## config.mk

```make
export PLATFORM = sky130hd
export DESIGN_NAME = axis_packetizer_flat
export DESIGN_NICKNAME = d
export VERILOG_FILES = /design/src/rtl/axis_packetizer_if.sv /design/src/rtl/axis_packetizer.sv /design/src/flat_wrapper.sv
export SDC_FILE = /design/constraint.sdc
export NUM_CORES = 1
export LEC_CHECK = 0
export CORE_ASPECT_RATIO = 0.5
export CORE_MARGIN = 1
export CORE_UTILIZATION = 51
export CTS_CLUSTER_SIZE = 12
export DETAILED_ROUTE_END_ITERATION = 10
export GPL_ROUTABILITY_DRIVEN = 1
export GPL_TIMING_DRIVEN = 0
export PLACE_DENSITY = 0.82
export RECOVER_POWER = 50
export REMOVE_ABC_BUFFERS = 1
export SETUP_SLACK_MARGIN = 0.2
export SLEW_MARGIN = 30
export SYNTH_ARGS = -nofsm -noshare
export SYNTH_HDL_FRONTEND = slang
export SYNTH_SLANG_ARGS = --single-unit
```

## constraint.sdc

```tcl
create_clock -name clk -period 3.4 [get_ports clk]
set_clock_uncertainty 0.15 [all_clocks]
set_input_delay 0.34 -clock clk [delete_from_list [all_inputs] [get_ports clk]]
set_output_delay 0.34 -clock clk [all_outputs]
set_load 0.05 [all_outputs]
```

## src/rtl/axis_packetizer_if.sv

```systemverilog
`default_nettype none
// ============================================================================
//  Module      : axis_packetizer_if
//  Description : AXI-Stream beat bundle (valid/ready/data/last) with
//                master and slave views for the packetizer ports.
//  Revision    : 1.0 - initial release
// ============================================================================
interface axis_packetizer_if #(
    parameter int P_DATA_WIDTH = 16
) ();
    logic                    tvalid;
    logic                    tready;
    logic [P_DATA_WIDTH-1:0] tdata;
    logic                    tlast;

    modport master (
        output tvalid,
        output tdata,
        output tlast,
        input  tready
    );

    modport slave (
        input  tvalid,
        input  tdata,
        input  tlast,
        output tready
    );
endinterface
`default_nettype wire

```

## src/rtl/axis_packetizer.sv

```systemverilog
`default_nettype none
// ============================================================================
//  Module      : axis_packetizer
//  Description : Frames an AXI-Stream into packets of at most P_MAX_BEATS
//                data beats. Every packet is closed by a trailer beat
//                (tlast=1) carrying {cause[1:0], seq[5:0], count[7:0]}.
//                Close causes: 00 input tlast, 01 max length, 10 idle timeout.
//                Optional idle timeout enabled by macro AXIS_PKT_TIMEOUT_EN.
//  Revision    : 1.0 - initial release
// ============================================================================
module axis_packetizer #(
    parameter int P_DATA_WIDTH = 16,
    parameter int P_MAX_BEATS  = 16,
    parameter int P_TIMEOUT    = 32
) (
    input  wire               clk,
    input  wire               rst,
    axis_packetizer_if.slave  s_axis,
    axis_packetizer_if.master m_axis
);

    localparam logic [0:0] c_ST_PASS    = 1'b0;
    localparam logic [0:0] c_ST_TRAILER = 1'b1;

    localparam logic [1:0] c_CAUSE_TLAST = 2'b00;
    localparam logic [1:0] c_CAUSE_MAX   = 2'b01;

    logic [0:0]              state_q, state_d;
    logic                    m_tvalid_q, m_tvalid_d;
    logic [P_DATA_WIDTH-1:0] m_tdata_q, m_tdata_d;
    logic                    m_tlast_q, m_tlast_d;
    logic [7:0]              beat_cnt_q, beat_cnt_d;
    logic [5:0]              seq_q, seq_d;
    logic [1:0]              cause_q, cause_d;

    logic                    w_out_free;
    logic                    w_s_ready;
    logic                    w_accept;
    logic                    w_close_beat;
    logic                    w_close_idle;
    logic [P_DATA_WIDTH-1:0] w_trailer;

`ifdef AXIS_PKT_TIMEOUT_EN
    localparam logic [1:0]          c_CAUSE_TIMEOUT = 2'b10;
    localparam int                  c_IDLE_W        = $clog2(P_TIMEOUT + 1);
    localparam logic [c_IDLE_W-1:0] c_IDLE_ONE      = 1;

    logic [c_IDLE_W-1:0] idle_q, idle_d;

    // Idle timeout fires on the idle cycle that brings the count to P_TIMEOUT;
    // an accepted beat in that cycle wins because it is not idle.
    assign w_close_idle = (state_q == c_ST_PASS) && !w_accept &&
                          (beat_cnt_q != 8'd0) &&
                          (int'(idle_q) + 1 == P_TIMEOUT);
`else
    // Without the timeout a partial packet simply waits for more input.
    logic w_unused_timeout;
    assign w_unused_timeout = (P_TIMEOUT > 0);
    assign w_close_idle     = 1'b0;
`endif

    // The output register can take a new beat when empty or being drained.
    assign w_out_free = !m_tvalid_q || m_axis.tready;
    // Upstream is stalled during reset and for every trailer cycle.
    assign w_s_ready  = !rst && (state_q == c_ST_PASS) && w_out_free;
    assign w_accept   = s_axis.tvalid && w_s_ready;
    // tlast and the length limit are both judged on the incoming beat.
    assign w_close_beat = w_accept &&
                          (s_axis.tlast || (int'(beat_cnt_q) + 1 == P_MAX_BEATS));

    assign s_axis.tready = w_s_ready;
    assign m_axis.tvalid = m_tvalid_q;
    assign m_axis.tdata  = m_tdata_q;
    assign m_axis.tlast  = m_tlast_q;

    // Assemble the trailer word from the closed packet's bookkeeping.
    always_comb begin
        w_trailer        = '0;
        w_trailer[7:0]   = beat_cnt_q;
        w_trailer[13:8]  = seq_q;
        w_trailer[15:14] = cause_q;
    end

    // State register.
    always_ff @(posedge clk) begin
        if (rst) begin
            state_q <= c_ST_PASS;
        end else begin
            state_q <= state_d;
        end
    end

    // Next state: close a packet into TRAILER, leave once the trailer loads.
    always_comb begin
        state_d = state_q;
        case (state_q)
            c_ST_PASS: begin
                if (w_close_beat || w_close_idle) begin
                    state_d = c_ST_TRAILER;
                end
            end
            c_ST_TRAILER: begin
                if (w_out_free) begin
                    state_d = c_ST_PASS;
                end
            end
            default: state_d = c_ST_PASS;
        endcase
    end

    // Output register, counters and close cause for the next cycle.
    always_comb begin
        m_tvalid_d = m_tvalid_q;
        m_tdata_d  = m_tdata_q;
        m_tlast_d  = m_tlast_q;
        beat_cnt_d = beat_cnt_q;
        seq_d      = seq_q;
        cause_d    = cause_q;

        if (w_out_free) begin
            m_tvalid_d = 1'b0;
        end

        case (state_q)
            c_ST_PASS: begin
                if (w_accept) begin
                    m_tvalid_d = 1'b1;
                    m_tdata_d  = s_axis.tdata;
                    m_tlast_d  = 1'b0;
                    beat_cnt_d = beat_cnt_q + 8'd1;
                    if (w_close_beat) begin
                        cause_d = s_axis.tlast ? c_CAUSE_TLAST : c_CAUSE_MAX;
                    end
                end
            end
            c_ST_TRAILER: begin
                if (w_out_free) begin
                    m_tvalid_d = 1'b1;
                    m_tdata_d  = w_trailer;
                    m_tlast_d  = 1'b1;
                    seq_d      = seq_q + 6'd1;
                    beat_cnt_d = 8'd0;
                end
            end
            default: ;
        endcase

`ifdef AXIS_PKT_TIMEOUT_EN
        idle_d = idle_q;
        if (w_accept || w_close_idle || (state_q != c_ST_PASS)) begin
            idle_d = '0;
        end else if (beat_cnt_q != 8'd0) begin
            idle_d = idle_q + c_IDLE_ONE;
        end
        if (w_close_idle) begin
            cause_d = c_CAUSE_TIMEOUT;
        end
`endif
    end

    // Datapath registers; reset drops any partial packet and pending beat.
    always_ff @(posedge clk) begin
        if (rst) begin
            m_tvalid_q <= 1'b0;
            m_tdata_q  <= '0;
            m_tlast_q  <= 1'b0;
            beat_cnt_q <= 8'd0;
            seq_q      <= 6'd0;
            cause_q    <= 2'b00;
`ifdef AXIS_PKT_TIMEOUT_EN
            idle_q     <= '0;
`endif
        end else begin
            m_tvalid_q <= m_tvalid_d;
            m_tdata_q  <= m_tdata_d;
            m_tlast_q  <= m_tlast_d;
            beat_cnt_q <= beat_cnt_d;
            seq_q      <= seq_d;
            cause_q    <= cause_d;
`ifdef AXIS_PKT_TIMEOUT_EN
            idle_q     <= idle_d;
`endif
        end
    end

endmodule
`default_nettype wire

```

## src/flat_wrapper.sv

```systemverilog
// flat-port wrapper written by rule: the top's interface ports become plain ports
module axis_packetizer_flat 
#(
    parameter int P_DATA_WIDTH = 16,
    parameter int P_MAX_BEATS  = 16,
    parameter int P_TIMEOUT    = 32
)
  (clk, rst, s_axis_tvalid, s_axis_tdata, s_axis_tlast, s_axis_tready, m_axis_tvalid, m_axis_tdata, m_axis_tlast, m_axis_tready);
  axis_packetizer_if #(.P_DATA_WIDTH(P_DATA_WIDTH)) s_axis_i ();
  axis_packetizer_if #(.P_DATA_WIDTH(P_DATA_WIDTH)) m_axis_i ();
  input  wire clk;
  input  wire rst;
  input wire logic [$bits(s_axis_i.tvalid)-1:0] s_axis_tvalid;
  input wire logic [$bits(s_axis_i.tdata)-1:0] s_axis_tdata;
  input wire logic [$bits(s_axis_i.tlast)-1:0] s_axis_tlast;
  output wire logic [$bits(s_axis_i.tready)-1:0] s_axis_tready;
  output wire logic [$bits(m_axis_i.tvalid)-1:0] m_axis_tvalid;
  output wire logic [$bits(m_axis_i.tdata)-1:0] m_axis_tdata;
  output wire logic [$bits(m_axis_i.tlast)-1:0] m_axis_tlast;
  input wire logic [$bits(m_axis_i.tready)-1:0] m_axis_tready;
  assign s_axis_i.tvalid = s_axis_tvalid;
  assign s_axis_i.tdata = s_axis_tdata;
  assign s_axis_i.tlast = s_axis_tlast;
  assign s_axis_tready = s_axis_i.tready;
  assign m_axis_tvalid = m_axis_i.tvalid;
  assign m_axis_tdata = m_axis_i.tdata;
  assign m_axis_tlast = m_axis_i.tlast;
  assign m_axis_i.tready = m_axis_tready;
  axis_packetizer #(.P_DATA_WIDTH(P_DATA_WIDTH), .P_MAX_BEATS(P_MAX_BEATS), .P_TIMEOUT(P_TIMEOUT)) u_core (.clk(clk), .rst(rst), .s_axis(s_axis_i), .m_axis(m_axis_i));
endmodule
```

Word level (Yosys, flattened, before mapping)

Index checks and enable logic that the tools add are counted.

Equal/unequal tests: 3
Bitwise gates (word level): 1
Multiplexer cells: 17
Reductions and logical operators: 11
$add $sub $neg: 3

Operators by type and width:

| operator                                                               | count |
|---|---|
| 32-bit by 6-bit equality test with 1-bit output, second input constant | 1 |
| 16-bit two-way mux                                                     | 2 |
| 16-bit one-hot mux with 2 select lines                                 | 1 |
| 8-bit two-way mux                                                      | 2 |
| 8-bit one-hot mux with 2 select lines                                  | 1 |
| 8-bit by 1-bit adder with 9-bit output, second input constant          | 1 |
| 8-bit by 1-bit adder with 8-bit output, second input constant          | 1 |
| 1-bit two-way mux                                                      | 8 |
| 6-bit by 1-bit adder with 6-bit output, second input constant          | 1 |
| 1-bit one-hot mux with 2 select lines                                  | 3 |
| 1-bit logical AND                                                      | 4 |
| 2-bit AND reduction                                                    | 2 |
| 3-bit AND reduction                                                    | 1 |
| 1-bit logical NOT                                                      | 2 |
| 1-bit logical OR                                                       | 2 |
| 2-bit by 1-bit != test with 1-bit output, second input constant        | 1 |
| 2-bit != test, second input constant                                   | 1 |
| 1-bit NOT                                                              | 1 |

Output and inout port bits: 19
Logic and storage cells: 42
Bits of input ports: 21
Register bits after elaboration: 35

Logic depth before layout (Yosys ltp)

Gate-level depths: netlist (run 1).

Word-level depth: 7
Depth in mapped cells: 7

Least setup slack after synthesis (run 1)

No wires, ideal clock.

Kind: flip-flop to output port
From: register u_core.state_q
To: output port s_axis_tready
Required time: 2.910 ns
Arrival: 1.794 ns
Cell stages (with the launch flop): 4
Setup slack: 1.116 ns
Cell sequence: dfxtp_1 -> buf_4 -> buf_2 -> nor3_1

Longest elaborated chain between the ends: 3

Ends and longest elaborated chain:

| what                            | line                  | text |
|---|---|---|
| start: declaration              | axis_packetizer.sv:28 | `logic [0:0] state_q, state_d;` |
| start signal: assignment        | axis_packetizer.sv:87 | `state_q <= c_ST_PASS;` |
| start signal: assignment        | axis_packetizer.sv:89 | `state_q <= state_d;` |
| 1-bit NOT                       | axis_packetizer.sv:65 | `assign w_s_ready = !rst && (state_q == c_ST_PASS) && w_out_free;` |
| 1-bit logical AND (2 in series) | axis_packetizer.sv:65 |  |
| end: declaration                | flat_wrapper.sv:16    | `output wire logic [$bits(s_axis_i.tready)-1:0] s_axis_tready;` |

Every way passes these cells.

Final worst setup path (run 1)

Ends and elaborated chain as after synthesis.

==> summary.md, run 1 <==
| Metric | Value |
|---|---|
| Worst Tran Pin Value | `between 1 and 1.5 ns` |
| Post-Synth Simple-Gate Area | `around 22%` |
| R2R cell count | `4` |
| Synth Area per Inst | `8.95 um^2` |
| Initial DRC Count | `56` |
| GRT Util Overall | `between 20 and 25%` |
| CP Capture Type | `primary output` |
| Sequential share of the synthesized area | `41.3%` |
| Clk Latency, worst-skew pair | `roughly 0.29 ns` |
| Pwr dens | `~460 mW/mm^2` |
| Final instance area | `0.00210 mm^2` |
| CTS hold repair buffers | `0` |
| Tcrit/Tclk final | `just over 80%` |
| Clock Root Buffer | `clkbuf_8` |
| Area Overhead vs Synth | `27.7%` |
| Most common cell after layout, fill and taps aside | `dfxtp_1` |
| Nets | `240` |
| Clock sink count | `34` |
| Worst Path Required | `a little under 3 ns` |
| Setup_tns | `0 ns` |
| PortBufs | `39` |
| Post-Place Worst Slack | `0.539 ns` |
| CTS resizes | `0` |
| Pre-antenna DRT Iters | `4` |
| Initial Utilization | `a little over half` |
| Stages on the worst setup path | `2` |
| Synth warnings | `0` |
| Leakage Power | `roughly 0.00076 uW` |
| Detailed placer's ending HPWL | `2290 um` |
| FF+latch count, synth | `34` |
| TritonCTS clock tree | `done` |
| Synth Area in Compound Gates | `between 10% and 20%` |
| First-pass GRT wire length | `between 5000 and 6000 um` |
| Final min period | `2.77 ns` |
| Dominant synthesized flop cell | `dfxtp_1` |
| DRT Wirelength | `3380 um` |
| Worst endpoint data arrival time | `around 2.3 ns` |
| Post-synthesis adder-cell area fraction | `2.28%` |
| Post-CTS Setup Repair Bufs | `0` |
| Largest net degree at the start of global routing | `37` |
| CTS H-tree depth | `2` |
| Worst setup margin | `approximately 0.63 ns` |
| Via count | `roughly 1.4k` |
| Clock tree buffer depth | `2` |
| XOR/XNOR Fraction of Synth Area | `~4.3%` |
| Post-synthesis cell type count | `37` |
| Relative slew slack | `~22%` |
| Drt via density | `around 5.5` |
| Critical path peak fanout | `21` |
| Chip width | `between 80 and 90 um` |
| Crit start category | `register` |
| Total CTS buffers | `5` |
| Initial antenna violation count | `0` |
| Status | `completed` |
| Ant. Diodes | `0` |
| Post-synth EDFFs | `0` |
| Row cnt | `14` |
| Die area | `roughly 0.0035 mm^2` |
| Peak VDD IR | `~0.29 mV` |
| Fin. Hold Viols | `0` |
| Worst Path Buf+Inv | `1` |
| Cell breakdown of the critical path | `nor3_1 -> clkdlybuf4s50_1` |
| Total global routing overflow | `0` |
| Crit-path slowest cell | `dfxtp_1` |
| # DRC | `0` |
| Final ANT Viol Nets | `0` |
| Layout filler cell count | `around 240` |
| Hold Crit Depth | `2` |
| Post-Syn Instances | `184` |
| CORE AREA | `between 0.003 and 0.004 mm^2` |
| Slowest cell delay on critical path | `around 1.1 ns` |
| Final RePlAce weighted congestion | `slightly above 0.8` |
| Cell family with most CP delay | `flip-flops` |
| Die Y | `42.2 um` |
| Share of layout cells above drive strength 1 | `7.37%` |
| FFs w/ async S/R, synth | `0%` |
| Main combinational cell family by area after synthesis | `simple AND/OR/NAND/NOR gates` |
| Fmax | `about 360 MHz` |
| Hold Crit Class | `reg2reg` |
| Final setup violating endpoints | `0` |
| # IOs | `40` |
| Mapped Area | `about 0.0016 mm^2` |
| Post-DP Area | `0.00200 mm^2` |
| Routed WL per cell | `13.2 um` |
| RSZ-0062 raised after global routing | `false` |
| Vias in the first global route | `~1.3k` |
| Worst-path clk slew | `approximately 0.070 ns` |
| Maximum Capacitance Violations | `0` |
| Type of the worst setup path | `reg2out` |
| Mux cell area share after synthesis | `9.80%` |
| Slew Viols, Final | `0` |
| Most frequent cells in the layout | `dfxtp_1, nor2_1, clkdlybuf4s50_1` |
==> logic make-up after synthesis <==
group                      Yosys count
adders and majority gates            3
DFF                                 34
muxes                               16
buffers and inverters               15
xor gates and xnor gates             8
AOI/OAI and AO/OA                   37
and+or+nand+nor                     71
==> worst paths after layout <==
| kind | startpoint | to | slack, ns |
|---|---|---|---|
| min | u_core.m_axis.tdata[15] | u_core.m_axis.tdata[15] | 0.33 |
| max reg2reg | u_core.state_q | u_core.m_axis.tdata[9] | 0.70 |
| min reg2reg | u_core.m_axis.tdata[15] | u_core.m_axis.tdata[15] | 0.33 |
| max | u_core.state_q | s_axis_tready | 0.63 |
==> cells in the mapped netlist (3+ instances only) <==
master | n | area, um^2
a211oi_1 | 16 | 120
a21oi_1 | 11 | 55.1
and3_1 | 3 | 18.8
buf_2 | 4 | 20.0
buf_6 | 3 | 33.8
clkbuf_1 | 5 | 18.8
dfxtp_1 | 34 | 681
ha_1 | 3 | 37.5
mux2i_1 | 15 | 150
nand2_1 | 11 | 41.3
nand3_1 | 6 | 30.0
nor2_1 | 30 | 113
o21ai_0 | 5 | 25.0
or3_1 | 3 | 18.8
xnor2_1 | 3 | 26.3
xor2_1 | 5 | 43.8
==> worst min-delay path: cells and delay by family, from the launching register on <==
kind	cells	cell delay [ns]
flip-flops	1	0.31
AO/OA/AOI/OAI	1	0.06
AND/OR/NAND/NOR	1	0.06
==> sequential cells by signal (all words and copies together), names as in the netlist <==
name	flops
u_core.beat_cnt_q	8
u_core.cause_q	1
u_core.m_axis.tdata	16
u_core.m_axis.tlast	1
u_core.m_axis.tvalid	1
u_core.seq_q	6
u_core.state_q	1
==> layout make-up <==
| type | count | area [um^2] | area share, % |
|---|---|---|---|
| clock buffer | 7 | 76.3 | 3.63 |
| clock inverter | 1 | 30.0 | 1.43 |
| inverter | 1 | 3.75 | 0.178 |
| multi-input combinational | 135 | 877 | 41.7 |
| sequential | 34 | 681 | 32.4 |
| tap | 40 | 50.0 | 2.38 |
| timing repair buffer | 39 | 385 | 18.3 |
==> report_power, final <==
part	leakage (uW)	switching, uW	internal, uW
logic	0.000429	110	66.8
clock network	0.0000524	147	219
registers	0.000278	16.5	418
==> metal layers <==
layer / global-route usage (%) / vias up / wire length, um
met5: 0 / - / 0
met4: 9.12 / 0 / 50
met3: 6.52 / 8 / 203
met2: 34.5 / 41 / 1520
met1: 28.8 / 655 / 1610
li1: - / 718 / -
==> stage by stage <==
step	power (uW)	cells	hold slack (ns)	utilization (%)
after detailed placement	627	249	0.317	65.9
after CTS	991	257	0.328	69.4
after global placement	623	249	0.313	66.0
after global routing	1020	257	0.339	69.4
final	978	257	0.327	69.4
after floorplan	550	170	0.256	-
Power figures use the tool's default switching activity.
==> run 2, diff against run 1 <==
--- a/config.mk
+++ b/config.mk
@@ -7,12 +7,12 @@
 export LEC_CHECK = 0
 export CORE_ASPECT_RATIO = 0.5
 export CORE_MARGIN = 1
-export CORE_UTILIZATION = 51
+export CORE_UTILIZATION = 49
 export CTS_CLUSTER_SIZE = 12
 export DETAILED_ROUTE_END_ITERATION = 10
 export GPL_ROUTABILITY_DRIVEN = 1
 export GPL_TIMING_DRIVEN = 0
-export PLACE_DENSITY = 0.82
+export PLACE_DENSITY = 0.79
 export RECOVER_POWER = 50
 export REMOVE_ABC_BUFFERS = 1
 export SETUP_SLACK_MARGIN = 0.2
==> constraint.sdc (replaced) <==
create_clock -name clk -period 2.8 [get_ports clk]
set_clock_uncertainty 0.15 [all_clocks]
set_input_delay 0.28 -clock clk [delete_from_list [all_inputs] [get_ports clk]]
set_output_delay 0.28 -clock clk [all_outputs]
set_load 0.05 [all_outputs]
==> summary.md, run 2 (same netlist as run 1, synthesis figures left out) <==
| Metric | Value |
|---|---|
| Type of the worst setup path | `reg2out` |
| Share of layout cells above drive strength 1 | `8.29% (+0.92 points)` |
| Maximum Capacitance Violations | `0 (unchanged)` |
| Area Overhead vs Synth | `27.0%` |
| Worst Tran Pin Value | `0.672 ns (-0.495 ns)` |
| PortBufs | `39 (unchanged)` |
| Crit start category | `register` |
| RSZ-0062 raised after global routing | `false` |
| Failing checks | `DRC` |
| # IOs | `40 (unchanged)` |
| Worst endpoint data arrival time | `1.87 ns (-0.41 ns)` |
| CTS resizes | `0 (unchanged)` |
| Critical path peak fanout | `21 (unchanged)` |
| Fin. Hold Viols | `0 (unchanged)` |
| Die area | `0.00361 mm^2 (+3.9%)` |
| Chip width | `84.0 um (+2.0%)` |
| Worst setup margin | `0.502 ns (-0.128 ns)` |
| Status | `finished with violations` |
| Post-Place Worst Slack | `0.0652 ns (-0.474 ns)` |
| Worst Path Required | `2.37 ns (-0.54 ns)` |
| Max reg flops | `16 (unchanged)` |
| Clock sink count | `34 (unchanged)` |
| Worst R2R Setup Slack | `0.51 ns (-0.19 ns)` |
| Clk Latency, worst-skew pair | `0.29 ns (about the same)` |
| Final ANT Viol Nets | `0 (unchanged)` |
| Most frequent cells in the layout | `dfxtp_1, nor2_1, clkdlybuf4s50_1` |
| Layout filler cell count | `257 (+6.6%)` |
| Fmax | `approximately 440 MHz` |
| Pwr dens | `539 mW/mm^2 (+16%)` |
| Nets | `240 (unchanged)` |
| Pre-antenna DRT Iters | `9 (+5)` |
| Drt via density | `5.26 (-4.9%)` |
| Detailed placer's ending HPWL | `2310 um (+1.1%)` |
| Largest net degree at the start of global routing | `37 (unchanged)` |
| Die Y | `43.0 um (+1.9%)` |
| Clock tree buffer depth | `2 (unchanged)` |
| Final min period | `between 2 and 2.5 ns` |
| Final setup violating endpoints | `0 (unchanged)` |
| Cells after DPL | `249 (unchanged)` |
| Post-CTS Setup Repair Bufs | `0 (unchanged)` |
| CTS H-tree depth | `2 (unchanged)` |
| Hold Crit Class | `reg2reg` |
| Clock Root Buffer | `clkbuf_8` |
| Leakage Power | `0.000754 uW (-0.65%)` |
| DRT Wirelength | `3450 um (+2.0%)` |
| Peak VDD IR | `0.283 mV (-3.2%)` |
| GRT Util Overall | `20.5% (-1.8 points)` |
| Total CTS buffers | `5 (unchanged)` |
| # DRC | `4 (+4)` |
| First-pass GRT wire length | `5640 um (-0.72%)` |
| Row cnt | `14 (unchanged)` |
| CTS hold repair buffers | `0 (unchanged)` |
| Tot Pwr | `1130 uW (+15%)` |
| TritonCTS clock tree | `done` |
| Via count | `1352 (-4.9%)` |
| Slew Viols, Final | `0 (unchanged)` |
| Ant. Diodes | `0 (unchanged)` |
| Worst-path clk slew | `0.07 ns (about the same)` |
| Most common cell after layout, fill and taps aside | `dfxtp_1` |
| CP Capture Type | `primary output` |
| Initial Utilization | `53.1% (-1.2 points)` |
| Tcrit/Tclk final | `82.1%` |
| Initial antenna violation count | `0 (unchanged)` |
| Vias in the first global route | `1173 (-6.2%)` |
| Total global routing overflow | `0 (unchanged)` |
| Initial DRC Count | `56 (unchanged)` |
| Final RePlAce weighted congestion | `0.906 (+9.1%)` |
| Relative slew slack | `55.2% (+33 points)` |
| CORE AREA | `0.00310 mm^2 (+2.3%)` |
| Fin cells | `257 (unchanged)` |
| Routed WL per cell | `13.4 um (+2.0%)` |
run 2: cell count changes in the layout (fill, tap and decap cells not counted), sizes merged:
cell      before  now
bufinv         1    0
clkbuf         7    6
clkinv         0    1
clkinvlp       0    1
run 2: layout make-up:
| type | count | area [um^2] | share of cell area [%] |
|---|---|---|---|
| inverter | 1 | 3.75 | 0.180 |
| sequential | 34 | 682 | 32.6 |
| timing repair buffer | 39 | 385 | 18.4 |
| multi-input combinational | 135 | 875 | 41.8 |
| clock inverter | 2 | 12.5 | 0.598 |
| tap | 40 | 50.0 | 2.39 |
| clock buffer | 6 | 82.6 | 3.95 |
run 2: worst paths after layout:
kind	startpoint	to	cells past startpoint
max	u_core.state_q	s_axis_tready	2
max reg2reg	u_core.state_q	u_core.m_axis.tdata[4]	5
min	u_core.m_axis.tdata[15]	u_core.m_axis.tdata[15]	2
min reg2reg	u_core.m_axis.tdata[15]	u_core.m_axis.tdata[15]	2
run 2: worst max-delay path: stages (launching register included):
cell,delay (ns)
dfxtp_2,0.50
nor3_1,0.25
clkdlybuf4s50_1,0.83
run 2: through the flow:
stage / util, % / hold slack (ns) / TNS, ns / area, um^2
global route: 67.4 / 0.342 / 0 / 2090
detailed placement: 64.4 / 0.319 / 0 / 2000
CTS: 67.4 / 0.333 / 0 / 2090
floorplan: - / 0.196 / 0 / 1560
finish: 67.4 / 0.329 / 0 / 2090
global placement: 64.5 / 0.311 / -12.32 / 2000
run 2: where the power goes:
part           internal, uW  switching, uW
Clock                   198            188
Sequential              507           19.5
Combinational          80.8            134
Total                   786            342
run 2: routing by layer:
layer	vias to the layer above	track usage, %	share of wire (%)	wire length [um]
met5	-	0	0	0
met4	0	6.55	0.96	33
met3	5	6.23	5.9	203
met2	34	31.3	42	1440
met1	593	27.8	51	1780
li1	720	-	-	-
